## src/rtl/button_decoder.sv

```systemverilog
// Push-button front end: synchronizes and debounces an active-low button, then
// classifies each press as short or long and keeps a start/stop run level.
module button_decoder #(
  parameter int unsigned DEBOUNCE_CYCLES = 270000,
  parameter int unsigned LONG_CYCLES     = 27000000
) (
  input  logic clk,
  input  logic rst_n,
  input  logic button_0,
  output logic pressed,
  output logic press_pulse,
  output logic short_pulse,
  output logic long_pulse,
  output logic run
);

  localparam int unsigned CNT_W = 32;
  localparam logic [CNT_W-1:0] DEB_LAST  = CNT_W'(DEBOUNCE_CYCLES - 1);
  localparam logic [CNT_W-1:0] LONG_LAST = CNT_W'(LONG_CYCLES - 1);

  typedef enum logic [1:0] {
    IDLE      = 2'd0,
    HELD      = 2'd1,
    LONG_HELD = 2'd2
  } state_e;

  logic [1:0]       sync_q;
  logic [CNT_W-1:0] deb_cnt_q, deb_cnt_d;
  logic             pressed_q, pressed_d;
  logic             toggle_c, rise_c, fall_c, level_c;

  state_e           state_q, state_d;
  logic [CNT_W-1:0] hold_q, hold_d;
  logic             press_q, press_d;
  logic             short_q, short_d;
  logic             long_q, long_d;
  logic             run_q, run_d;

  // Two-flop synchronizer; resets to the released level.
  always_ff @(posedge clk or negedge rst_n) begin
    if (!rst_n) begin
      sync_q <= 2'b11;
    end else begin
      sync_q <= {sync_q[0], button_0};
    end
  end

  assign level_c = ~sync_q[1];

  // Debounce: count consecutive samples that disagree with the accepted level.
  always_comb begin
    deb_cnt_d = deb_cnt_q;
    pressed_d = pressed_q;
    toggle_c  = 1'b0;
    if (level_c == pressed_q) begin
      deb_cnt_d = '0;
    end else if (deb_cnt_q == DEB_LAST) begin
      toggle_c  = 1'b1;
      pressed_d = ~pressed_q;
      deb_cnt_d = '0;
    end else begin
      deb_cnt_d = deb_cnt_q + CNT_W'(1);
    end
  end

  assign rise_c = toggle_c & ~pressed_q;
  assign fall_c = toggle_c &  pressed_q;

  always_ff @(posedge clk or negedge rst_n) begin
    if (!rst_n) begin
      deb_cnt_q <= '0;
      pressed_q <= 1'b0;
    end else begin
      deb_cnt_q <= deb_cnt_d;
      pressed_q <= pressed_d;
    end
  end

  // Press classifier; a release on the long-threshold edge wins over long.
  always_comb begin
    state_d = state_q;
    hold_d  = hold_q;
    press_d = 1'b0;
    short_d = 1'b0;
    long_d  = 1'b0;
    run_d   = run_q;
    unique case (state_q)
      IDLE: begin
        hold_d = '0;
        if (rise_c) begin
          state_d = HELD;
          press_d = 1'b1;
        end
      end
      HELD: begin
        hold_d = hold_q + CNT_W'(1);
        if (fall_c) begin
          state_d = IDLE;
          short_d = 1'b1;
          run_d   = ~run_q;
        end else if (hold_q == LONG_LAST) begin
          state_d = LONG_HELD;
          long_d  = 1'b1;
          run_d   = 1'b0;
        end
      end
      LONG_HELD: begin
        if (fall_c) begin
          state_d = IDLE;
        end
      end
      default: begin
        state_d = IDLE;
      end
    endcase
  end

  always_ff @(posedge clk or negedge rst_n) begin
    if (!rst_n) begin
      state_q <= IDLE;
      hold_q  <= '0;
      press_q <= 1'b0;
      short_q <= 1'b0;
      long_q  <= 1'b0;
      run_q   <= 1'b0;
    end else begin
      state_q <= state_d;
      hold_q  <= hold_d;
      press_q <= press_d;
      short_q <= short_d;
      long_q  <= long_d;
      run_q   <= run_d;
    end
  end

  assign pressed     = pressed_q;
  assign press_pulse = press_q;
  assign short_pulse = short_q;
  assign long_pulse  = long_q;
  assign run         = run_q;

endmodule

```

## config.mk

```make
export PLATFORM = sky130hd
export DESIGN_NAME = button_decoder
export DESIGN_NICKNAME = d
export VERILOG_FILES = /design/src/rtl/button_decoder.sv
export SDC_FILE = /design/constraint.sdc
export NUM_CORES = 1
export LEC_CHECK = 0
export CAP_MARGIN = 10
export CORE_MARGIN = 2
export CORE_UTILIZATION = 45
export CTS_CLUSTER_SIZE = 12
export DETAILED_ROUTE_END_ITERATION = 10
export PLACE_DENSITY = 0.71
export SLEW_MARGIN = 20
export SYNTH_ARGS = -nofsm -noshare
export SYNTH_HDL_FRONTEND = slang
export SYNTH_SLANG_ARGS = --single-unit
```

## constraint.sdc

```tcl
create_clock -name clk -period 2.7 [get_ports clk]
set_input_delay 0.405 -clock clk [delete_from_list [all_inputs] [get_ports clk]]
set_output_delay 0.405 -clock clk [all_outputs]
set_load 0.005 [all_outputs]
```

==> results.sh <==
export IMPL_seqCellArea_um2=1830
export IMPL_port_buffers=7
export IMPL_initial_core_util=0.457
export IMPL_synthAdderAreaFrac=0.00677
export IMPL_clock_sinks=73
export IMPL_yosysUniqueCellTypes=40
export IMPL_grt_pass1_vias=2713
export IMPL_fp_row_count=33
export IMPL_top_layer_used="met4"
export IMPL_crit_slowest_cell="or4_1"
export IMPL_syn_to_final_growth_pct=11.1
export IMPL_netlist_instances=391
export IMPL_r2r_slack_ps=410
export IMPL_fillerInstances=770
export IMPL_yosys_area_share_simple=0.293
export IMPL_core_region_area_um2=8090
export IMPL_wl_per_cell_um=14.2
export IMPL_nNetsFinal=403
export IMPL_synth_xor_area_share=0.0996
export IMPL_postCtsSetupBuffers=0
export IMPL_synth_edf_count=0
export IMPL_ff2ff_path_depth=5
export IMPL_grt_pass1_wl_um=12700
export IMPL_cts_hold_buf=0
export IMPL_wl_met3_um=192
export IMPL_grt_total_usage=0.182
export IMPL_dpl_hpwl_um=4870
export IMPL_finalSetupViolCount=0
export IMPL_drtAntennaViolNets=0
export IMPL_required_ps=2930
export IMPL_finalClockSkew_ps=9.70
export IMPL_drt_met1_wl_um=3590
export IMPL_netlist_area_um2=3690
export IMPL_drt_total_wl_um=7240
export IMPL_finalHoldViolCount=0
export IMPL_finalPower_w=0.00209
export IMPL_crit_top_cell="or4_1"
export IMPL_reg2reg_from="hold_q[22]"
export IMPL_fp_dieW_um=94.6
export IMPL_power_density_nw_per_um2=510
export IMPL_ioPinCount=8
export IMPL_gp_congestion=0.767
export IMPL_via_per_inst=5.64
export IMPL_rr_endpoint="run"
export IMPL_fp_dieArea_um2=8950
export IMPL_ir_worst_vdd_mv=0.329
export IMPL_yosysTopAreaCellShare=0.481
export IMPL_ys_async_sr_fraction=1.00
export IMPL_path_class="reg -> reg"
export IMPL_crit_path_end_kind="flop"
export IMPL_whs_ps=61.0
export IMPL_run_status="complete, no violations"
export IMPL_synth_area_mux_share=0.00711
export IMPL_utilization=0.507
export IMPL_ys_flop_type="dfrtp_1"
export IMPL_yosysSeqAreaShare=0.495
export IMPL_htreeDepth=3
export IMPL_cp_arrival_ps=2530
export IMPL_ctsLongestPathBuffers=2
export IMPL_cpPeakStageDelay_ps=500
export IMPL_drt_pass1_iter_count=4
export IMPL_worstSetupStartpointType="flop"
export IMPL_clock_fmax_mhz=436
export IMPL_clock_latency_ps=350
export IMPL_drc=0
export IMPL_yosys_warnings=0
export IMPL_synth_top_family_by_area="simple AND/OR/NAND/NOR gates"
export IMPL_relSlewSlack=0.589
export IMPL_cp_max_fo=5
export IMPL_tns_ps=0
export IMPL_grt_max_degree=49
export IMPL_min_period_ps=2290
export IMPL_clock_tree_root_cell="clkbuf_8"
export IMPL_synth_compound_area_frac=0.0725
export IMPL_dieHeight_um=94.6
export IMPL_maxCapViolCount=0
export IMPL_multi_input_area_um2=1770
export IMPL_drt_iter0_markers=190
export IMPL_avgSynthCellArea_um2=9.45
export IMPL_clk_pin_slew_ps=80
export IMPL_path_cells="or4_1, or4_1, or3_4, a21o_1, mux2_4"
export IMPL_antenna_cells=0
export IMPL_synth_seq_cells=73
export IMPL_timing_final_max_slew_violations=0
export IMPL_fin_crit_sh=0.850
export IMPL_cts_repair_resize_count=0
export IMPL_power_leakage_nw=1.60
export IMPL_rsz0062_at_grt="false"
export IMPL_drive_gt1_frac=0.0744
export IMPL_met2_length_um=3310
export IMPL_vias=2865
export IMPL_tightest_slew_ps=616
export IMPL_synth_top_area_cell="dfrtp_1"
export IMPL_gr_total_overflow=0
export IMPL_min_path_type="in -> async"
export IMPL_synth_area_top_cells="dfrtp_1 (48%), xnor2_1 (5.7%), nor2_1 (5.6%)"
export IMPL_antenna_found_initial=0
export IMPL_synth_nets=396
export IMPL_cts_buffers=9
export IMPL_cts_tree="built"
==> cells in the mapped netlist, types with 9 or more instances <==
cell      instances
xnor2_1          24
o21ai_0          16
dfrtp_1          71
xor2_1           18
nor4_1           15
clkbuf_1         14
nand3_1          23
or3_1             9
a21oi_1           9
nor2_1           55
nand4_1          20
nand2_1          31
nor3_1           15
==> how the worst max path moves through the flow <==
stage,cells past startpoint,slack [ps],startpoint,end
floorplan,5,550,hold_q[25],run
global placement,5,470,hold_q[25],run
detailed placement,5,430,hold_q[22],run
CTS,5,410,hold_q[22],run
global route,5,320,hold_q[25],run
finish,5,410,hold_q[22],run
==> per-layer routing <==
layer / vias to the layer above / GRT usage
met1: 1394 / 0.254
met5: - / 0
met2: 43 / 0.272
met4: 0 / 0.0894
met3: 11 / 0.0335
li1: 1417 / -
==> kinds of logic (layout without fill, tap and decap cells) <==
kind of cell / Yosys count / in the layout
XOR/XNOR: 42 / 42
AO/OA/AOI/OAI: 43 / 43
AND/OR/NAND/NOR: 204 / 204
flip-flops: 73 / 73
multiplexers: 2 / 2
adder cells (fa/ha/maj): 2 / 2
buffers and inverters: 25 / 37
==> cell usage in the layout (no fill, tap or decap), drive strengths merged, types with 2 or more instances in the layout <==
| cell | synthesis | routed |
|---|---|---|
| dfrtp | 71 | 71 |
| nor2 | 55 | 55 |
| nand2 | 31 | 31 |
| xnor2 | 24 | 24 |
| nand3 | 24 | 24 |
| nand4 | 21 | 21 |
| xor2 | 18 | 18 |
| o21ai | 16 | 16 |
| nor4 | 15 | 15 |
| nor3 | 15 | 15 |
| clkbuf | 14 | 12 |
| or3 | 10 | 10 |
| a21oi | 9 | 9 |
| inv | 8 | 8 |
| or4 | 8 | 8 |
| and4 | 7 | 7 |
| a22o | 7 | 7 |
| buf | 3 | 7 |
| clkdlybuf4s50 | 0 | 6 |
| nor4b | 4 | 4 |
| and3 | 4 | 4 |
| nand2b | 3 | 3 |
| o31ai | 3 | 3 |
| a21o | 3 | 3 |
| o211ai | 3 | 3 |
| or2 | 3 | 3 |
| and2 | 2 | 2 |
| ha | 2 | 2 |
| bufinv | 0 | 2 |
| dfstp | 2 | 2 |
| mux2 | 2 | 2 |
==> sequential cells by signal, summed over array words and instances (netlist names) <==
register / count
long_pulse: 1
run: 1
deb_cnt_q: 32
press_pulse: 1
state_q: 2
hold_q: 32
pressed: 1
short_pulse: 1
sync_q: 2
==> critical path, delay by kind of cell (launching register included) <==
kind | cells | cell delay, ps
AOI/OAI and AO/OA | 1 | 180
DFF | 1 | 440
muxes | 1 | 250
and+or+nand+nor | 3 | 1310
==> report_power, final <==
group          leakage, nW   total, W  internal (W)  switching, W
sequential            1.01    0.00110       0.00110    0.00000504
clock                0.107   0.000949      0.000548      0.000401
combinational        0.478  0.0000417    0.00000997     0.0000317
total                 1.60    0.00209       0.00166      0.000437
==> metrics by stage <==
| step | cell area, um^2 | setup slack, ps | cells |
|---|---|---|---|
| after floorplan | 3690 | 554 | 391 |
| after global placement | 3880 | 465 | 492 |
| after detailed placement | 3880 | 426 | 492 |
| after CTS | 4100 | 406 | 508 |
| after global routing | 4100 | 318 | 508 |
| final | 4100 | 406 | 508 |
==> area by class of cell <==
| class | count | share of cell area |
|---|---|---|
| clock buffers | 12 | 0.0354 |
| clock inverters | 4 | 0.0186 |
| inverters | 8 | 0.00732 |
| multi-input cells | 293 | 0.431 |
| flip-flops and latches | 73 | 0.446 |
| well taps | 105 | 0.0320 |
| repair buffers | 13 | 0.0299 |
Note: power is estimated with default switching activity, not from simulation.
